<file path="src/rtl/latch_bank_arbiter.sv">
// ============================================================================
// latch_bank_arbiter: round-robin arbiter driving a shared level-sensitive latch
// Revision: 1.0
// ============================================================================
`default_nettype none

module latch_bank_arbiter #(
  parameter int NREQ        = 4,
  parameter int WIDTH       = 4,
  parameter int OPEN_CYCLES = 1
) (
  input  logic                    clk,
  input  logic                    reset,
  input  logic [NREQ-1:0]         req,
  input  logic [NREQ*WIDTH-1:0]   wdata,
  output logic [NREQ-1:0]         grant,
  output logic [NREQ-1:0]         ack,
  output logic                    latch_en,
  output logic [WIDTH-1:0]        latch_d,
  output logic                    busy
);

  localparam int PW = (NREQ > 1) ? $clog2(NREQ) : 1;
  localparam int CW = 4;
  localparam logic [CW-1:0] CNT_LAST = CW'(OPEN_CYCLES - 1);
  localparam logic [PW-1:0] IDX_LAST = PW'(NREQ - 1);

  typedef enum logic [1:0] {
    S_IDLE  = 2'd0,
    S_SETUP = 2'd1,
    S_OPEN  = 2'd2,
    S_HOLD  = 2'd3
  } state_t;

  state_t            state_q;
  logic [NREQ-1:0]   grant_q;
  logic [NREQ-1:0]   ack_q;
  logic              latch_en_q;
  logic [WIDTH-1:0]  latch_d_q;
  logic              busy_q;
  logic [PW-1:0]     ptr_q;
  logic [PW-1:0]     gidx_q;
  logic [CW-1:0]     cnt_q;

  logic              sel_valid_d;
  logic [PW-1:0]     sel_idx_d;
  logic [WIDTH-1:0]  sel_data_d;
  logic [PW-1:0]     cand;

  // Scan downward in priority order so the lowest offset from ptr wins last.
  always_comb begin
    sel_valid_d = 1'b0;
    sel_idx_d   = '0;
    sel_data_d  = '0;
    cand        = '0;
    for (int i = NREQ - 1; i >= 0; i--) begin
      cand = PW'((int'(ptr_q) + i) % NREQ);
      if (req[cand]) begin
        sel_valid_d = 1'b1;
        sel_idx_d   = cand;
      end
    end
    for (int k = 0; k < NREQ; k++) begin
      if (PW'(k) == sel_idx_d) begin
        sel_data_d = wdata[k*WIDTH +: WIDTH];
      end
    end
  end

  always_ff @(posedge clk or posedge reset) begin
    if (reset) begin
      state_q    <= S_IDLE;
      grant_q    <= '0;
      ack_q      <= '0;
      latch_en_q <= 1'b0;
      latch_d_q  <= '0;
      busy_q     <= 1'b0;
      ptr_q      <= '0;
      gidx_q     <= '0;
      cnt_q      <= '0;
    end else begin
      case (state_q)
        S_IDLE: begin
          if (sel_valid_d) begin
            state_q   <= S_SETUP;
            grant_q   <= NREQ'(1) << sel_idx_d;
            gidx_q    <= sel_idx_d;
            latch_d_q <= sel_data_d;
            busy_q    <= 1'b1;
          end
        end
        S_SETUP: begin
          state_q    <= S_OPEN;
          latch_en_q <= 1'b1;
          cnt_q      <= '0;
        end
        S_OPEN: begin
          if (cnt_q == CNT_LAST) begin
            state_q    <= S_HOLD;
            latch_en_q <= 1'b0;
            ack_q      <= grant_q;
          end else begin
            cnt_q <= cnt_q + 1'b1;
          end
        end
        S_HOLD: begin
          state_q <= S_IDLE;
          grant_q <= '0;
          ack_q   <= '0;
          busy_q  <= 1'b0;
          ptr_q   <= (gidx_q == IDX_LAST) ? '0 : gidx_q + 1'b1;
        end
        default: state_q <= S_IDLE;
      endcase
    end
  end

  assign grant    = grant_q;
  assign ack      = ack_q;
  assign latch_en = latch_en_q;
  assign latch_d  = latch_d_q;
  assign busy     = busy_q;

endmodule

`default_nettype wire

</file>
<file path="config.mk">
export PLATFORM = sky130hd
export DESIGN_NAME = latch_bank_arbiter
export DESIGN_NICKNAME = d
export VERILOG_FILES = /design/src/rtl/latch_bank_arbiter.sv
export SDC_FILE = /design/constraint.sdc
export NUM_CORES = 1
export LEC_CHECK = 0
export ABC_AREA = 1
export CAP_MARGIN = 10
export CELL_PAD_IN_SITES_DETAIL_PLACEMENT = 1
export CELL_PAD_IN_SITES_GLOBAL_PLACEMENT = 2
export CORE_MARGIN = 3
export CORE_UTILIZATION = 26
export DETAILED_ROUTE_END_ITERATION = 8
export GPL_TIMING_DRIVEN = 0
export PLACE_DENSITY = 0.86
export SLEW_MARGIN = 10
export SYNTH_ARGS = -nofsm -noshare
export SYNTH_HDL_FRONTEND = slang
export SYNTH_SLANG_ARGS = --single-unit
export TNS_END_PERCENT = 5
</file>
<file path="constraint.sdc">
create_clock -name clk -period 1.51 [get_ports clk]
set_input_delay 0.2265 -clock clk [delete_from_list [all_inputs] [get_ports clk]]
set_output_delay 0.2265 -clock clk [all_outputs]
set_load 0.02 [all_outputs]
</file>
* Yosys cells after proc, flatten, opt, wreduce, memory -nomap -nowiden
Cells that the tools add are included.
Word-level totals: register bits 24, input port bits 22, output and inout port bits 14
Cells by class: add/sub/neg operators 5, $lt $le $gt $ge 4, equality and inequality tests 10, shift-type cells 1, mux-type cells 34, reductions and logical operators 12
Operators by type and width (number):
- $mux 4 | 7
- $pmux 4 s2 | 3
- $mux 2 | 7
- $lt 2x3->1 const B | 4
- $reduce_and 2->1 | 6
- $mux 1 | 10
- $bmux 1 s2 | 4
- $pmux 2 s4 | 1
- $eq 2x2->1 const B | 3
- $ne 2x2->1 const B | 3
- $reduce_bool 2->1 | 3
- $add 2x1->2 const B | 2
- $add 2x2->2 const B | 2
- $add 4x1->4 const B | 1
- $eq 2x2->1 const A | 2
- $logic_not 2->1 | 2
- $logic_not 4->1 | 1
- $pmux 1 s2 | 2
- $shl 1x2->4 const A | 1
- $eq 1x2->1 const A | 1
- $eq 2x1->1 const B | 1

* Logic depth before layout (Yosys ltp)
depth in word-level cells 12, depth in mapped cells 15, gate-level depth less buffers 14

* Least setup slack after synthesis
No wires, ideal clock.
path type reg-to-reg, start reg ptr_q[0], end reg latch_d_q[0], in the netlist latch_d[0], library setup time 116 ps, arrival time 1446 ps, data required time 1394 ps, path slack -52 ps, stages on the path, launching flop included 15, path buffers 2, cell sequence dfrtp_1 > buf_6 > inv_4 > nand2_1 > nand3_1 > nand2_2 > inv_2 > nand3_2 > nand2_2 > buf_6 > nand3b_1 > nand2_1 > inv_1 > nand2_1 > nand2_1
On the way: longest elaborated chain between the ends 12
RTL lines:
- start: declaration | RTL line 41 | logic [PW-1:0] ptr_q;
- start signal: assignment | RTL line 111 | ptr_q <= (gidx_q == IDX_LAST) ? '0 : gidx_q + 1'b1;
- $add 2x2->2 | RTL line 57 | cand = PW'((int'(ptr_q) + i) % NREQ);
- $bmux 1 s2 | RTL line 58 | if (req[cand]) begin
- $mux 1 (not written as such) | RTL line 58
- $mux 2 (4 in a row) | RTL line 58
- $logic_not 2->1 | RTL line 64 | if (PW'(k) == sel_idx_d) begin
- $mux 4 (4 in a row) | RTL line 64
- end signal: assignment | RTL line 88 | latch_d_q <= sel_data_d;
- end: declaration | RTL line 39 | logic [WIDTH-1:0] latch_d_q;
Parallel ways exist; a longest one is shown, timed or not. The select of a mux whose other input is x is not followed. A chain may end at the register's enable or synchronous reset.

* Worst setup path in the final report
start reg ptr_q[0], end reg latch_d_q[3], in the netlist latch_d[3]
Same word-level chain as after synthesis.

==> out/results.ini <==
[status]
status=finished, violations left
violations=setup timing

[die]
die_w_um=83.3
die_area_um2=6940
placement_rows=27
design.core.area_um2=5640
die_h_um=83.3
ios=36
start_util_pct=27.5

[placement]
port_buffers=35
dp_hpwl_um=2940
place_inst=300
globalplace.congestion=0.724
dp_slack_ps=-439

[logic_synthesis]
synth_cells=193
yosysTopAreaCellShare_pct=38.7
synth_cell_types=26
synthTopCellsByCount=43 x nand2_1, 34 x inv_1, 24 x dfrtp_1
synth-compound-area-share_pct=12.3
ys_async_sr_fraction_pct=100
synth_seq_cells=24
syn_area_per_cell_um2=8.05
synth_edf_count=0
yosys-top-cells-area=dfrtp_1 39%, nand2_1 10%, inv_1 8.2%
synthSimpleGateAreaFrac_pct=30.9
synth_top_family_by_area=simple AND/OR/NAND/NOR gates
synthAdderAreaFrac_pct=6.45
yosysSeqAreaShare_pct=38.7
synth_most_common_cell=nand2_1
syn_area_um2=1550
yosys-mux-area-fraction_pct=0
synth_xor_area_share_pct=0.564
ys_warn_count=0
syn-num-nets=223
yosysTopAreaCell=dfrtp_1
ys_dominant_reg_cell=dfrtp_1

[clocking]
cts_buffer_depth=2
cts.sinks=24
cts.htree.levels=1
cts_root_buf=clkbuf_8
cts_buffers=3
cts_tree=built
clk_pin_slew_ps=90
worstSkewPairLatency_ps=280

[setup_path]
crit_chain=buf_6, nand2_2, nand3_4, nand2_2, nand3_4, nand2_4, nand2_4, nand2_4, buf_6, nand3b_1, nand2_1, inv_1, nand2_1, nand2_1
critPathLaunch=ptr_q[0]
timing.rr.end=latch_d[3]
max_stage_delay_ps=380
worstPathRequired_ps=1690
crit_type=reg2reg
worstReg2RegStart=ptr_q[0]
startpoint_type=flop
worstRegToRegCells=14
endpoint_kind=flop
cp_top_family=simple AND/OR/NAND/NOR gates
path_max_fanout=7
r2r_setup_slack_ps=-170
crit_buf_inv=3
crit_slowest_cell=dfrtp_1
cp.arrival_ps=1860

[pwr]
intPower_mw=2.89
combPwrFrac_pct=70.5
seqPwrFrac_pct=18.9
switchingPower_mw=2.63
powerDensity_nw_per_um2=2330
switching_share_pct=47.7
p_clk_share_pct=10.6
leakagePower_nw=1.23
ir_drop_mv=0.762

[timing]
slew_headroom_pct=38.2
tightest_slew_ps=927
hold_viol=0
timing.final.ws_setup_ps=-171
period_share_pct=111
max_clock_freq_mhz=595
rsz0062_at_grt=yes
period_needed_ps=1680
final_max_slew_viol_count=0
setup_viol=12
whs_ps=455
clock-skew-final_ps=3.81

[job]
max_cap_violations=0

[global_routing]
overflow=0
grt_pass1_wl_um=7000
gr-usage-all-layers_pct=12.4
grt_pass1_vias=1472
grt_start_max_net_pins=25
antenna_found_initial=0

[route]
wl_um=4170
remaining_drc_errors=0
drtIter0Drc=24
dr.pass1.iters=4
routed_via_density=4.56
post_drt_wl_per_cell_um=13.2
vias=1441
ant_nets=0

[cells_and_area]
post_route_cells_drive_above_1_share_pct=30.7
final_cells=316
nNetsFinal=275
n_antenna_cell=0
area_growth_syn_to_layout_pct=52.1
utilization_pct=41.8

[hold_path]
hp-class=in2async

==> per-layer routing <==
layer  global-route usage (%)  share of wire, %
met5                        0                 0
met4                     2.67              0.84
met2                     20.5                51
met1                     16.0                44
met3                     3.47               4.2
==> stage by stage <==
step	total power, mW	instance area [um^2]	TNS [ps]
5_1_grt	6.04	2360	-2870
2_1_floorplan	3.26	1570	-119
3_3_place_gp	4.05	2010	-5080
4_1_cts	5.08	2210	-1850
6_report	5.51	2360	-1150
3_5_place_dp	4.12	2010	-5350
==> cell usage in the layout, fill, tap and decap left out, drive strengths merged <==
cell / synthesis / layout
nand2: 59 / 59
inv: 39 / 39
clkdlybuf4s50: 0 / 27
dfrtp: 24 / 24
o21ai: 16 / 16
nand3: 16 / 16
buf: 2 / 14
o22ai: 8 / 8
ha: 8 / 8
dlymetal6s2s: 0 / 7
nand4: 5 / 5
nand3b: 4 / 4
nor2: 4 / 4
a21oi: 4 / 4
clkbuf: 0 / 3
xnor2: 1 / 1
a21boi: 1 / 1
o31ai: 1 / 1
o21bai: 1 / 1
bufinv: 0 / 1
dlygate4sd2: 0 / 1
==> worst register-to-register path, stage by stage, from the launching register on <==
cell	delay [ps]
dfrtp_1	380
buf_6	150
nand2_2	120
nand3_4	100
nand2_2	100
nand3_4	100
nand2_4	90
nand2_4	50
nand2_4	90
buf_6	120
nand3b_1	80
nand2_1	80
inv_1	40
nand2_1	50
nand2_1	50
==> cells by family after synthesis <==
kind of cell,count (synthesis)
buffers and inverters,41
flip-flops,24
AO/OA/AOI/OAI,31
XOR/XNOR,1
AND/OR/NAND/NOR,88
adder cells (fa/ha/maj),8
==> flip-flops by register name, indices dropped and copies added (netlist names) <==
name	flops
ack	4
cnt_q	4
grant	4
latch_d	4
gidx_q	2
ptr_q	2
state_q	2
busy	1
latch_en	1
==> power by group through the flow <==
stage,registers (mW),logic (mW),clock network (mW)
4_1_cts,1.05,3.44,0.594
3_3_place_gp,1.06,3.00,0
2_1_floorplan,1.22,2.04,0
6_report,1.04,3.89,0.582
5_1_grt,1.08,4.33,0.619
3_5_place_dp,1.06,3.06,0
==> repair_timing <==
item | CTS | global route
setup buffers | 6 | 5
endpoints found under the setup margin | 19 | 26
pin swaps | 7 | 16
hold buffers | 0 | 0
resized for setup | 24 | 31
cloned | 1 | 0
==> worst max-delay path by stage <==
stage,end,cells after the start
finish,latch_d[3],14
global route,latch_d[3],14
CTS,latch_d[2],13
detailed placement,grant[0],11
global placement,grant[0],11
floorplan,latch_d[1],14
==> cell type report <==
| type | count | area [um^2] |
|---|---|---|
| fillers | 663 | 3280 |
| multi-input cells | 128 | 953 |
| flip-flops and latches | 24 | 602 |
| repair buffers | 47 | 468 |
| inverters | 39 | 154 |
| well taps | 72 | 90.1 |
| clock buffers | 3 | 41.3 |
| clock inverters | 1 | 30.0 |
| plain buffers | 2 | 22.5 |
(Power assumes the default switching activity.)
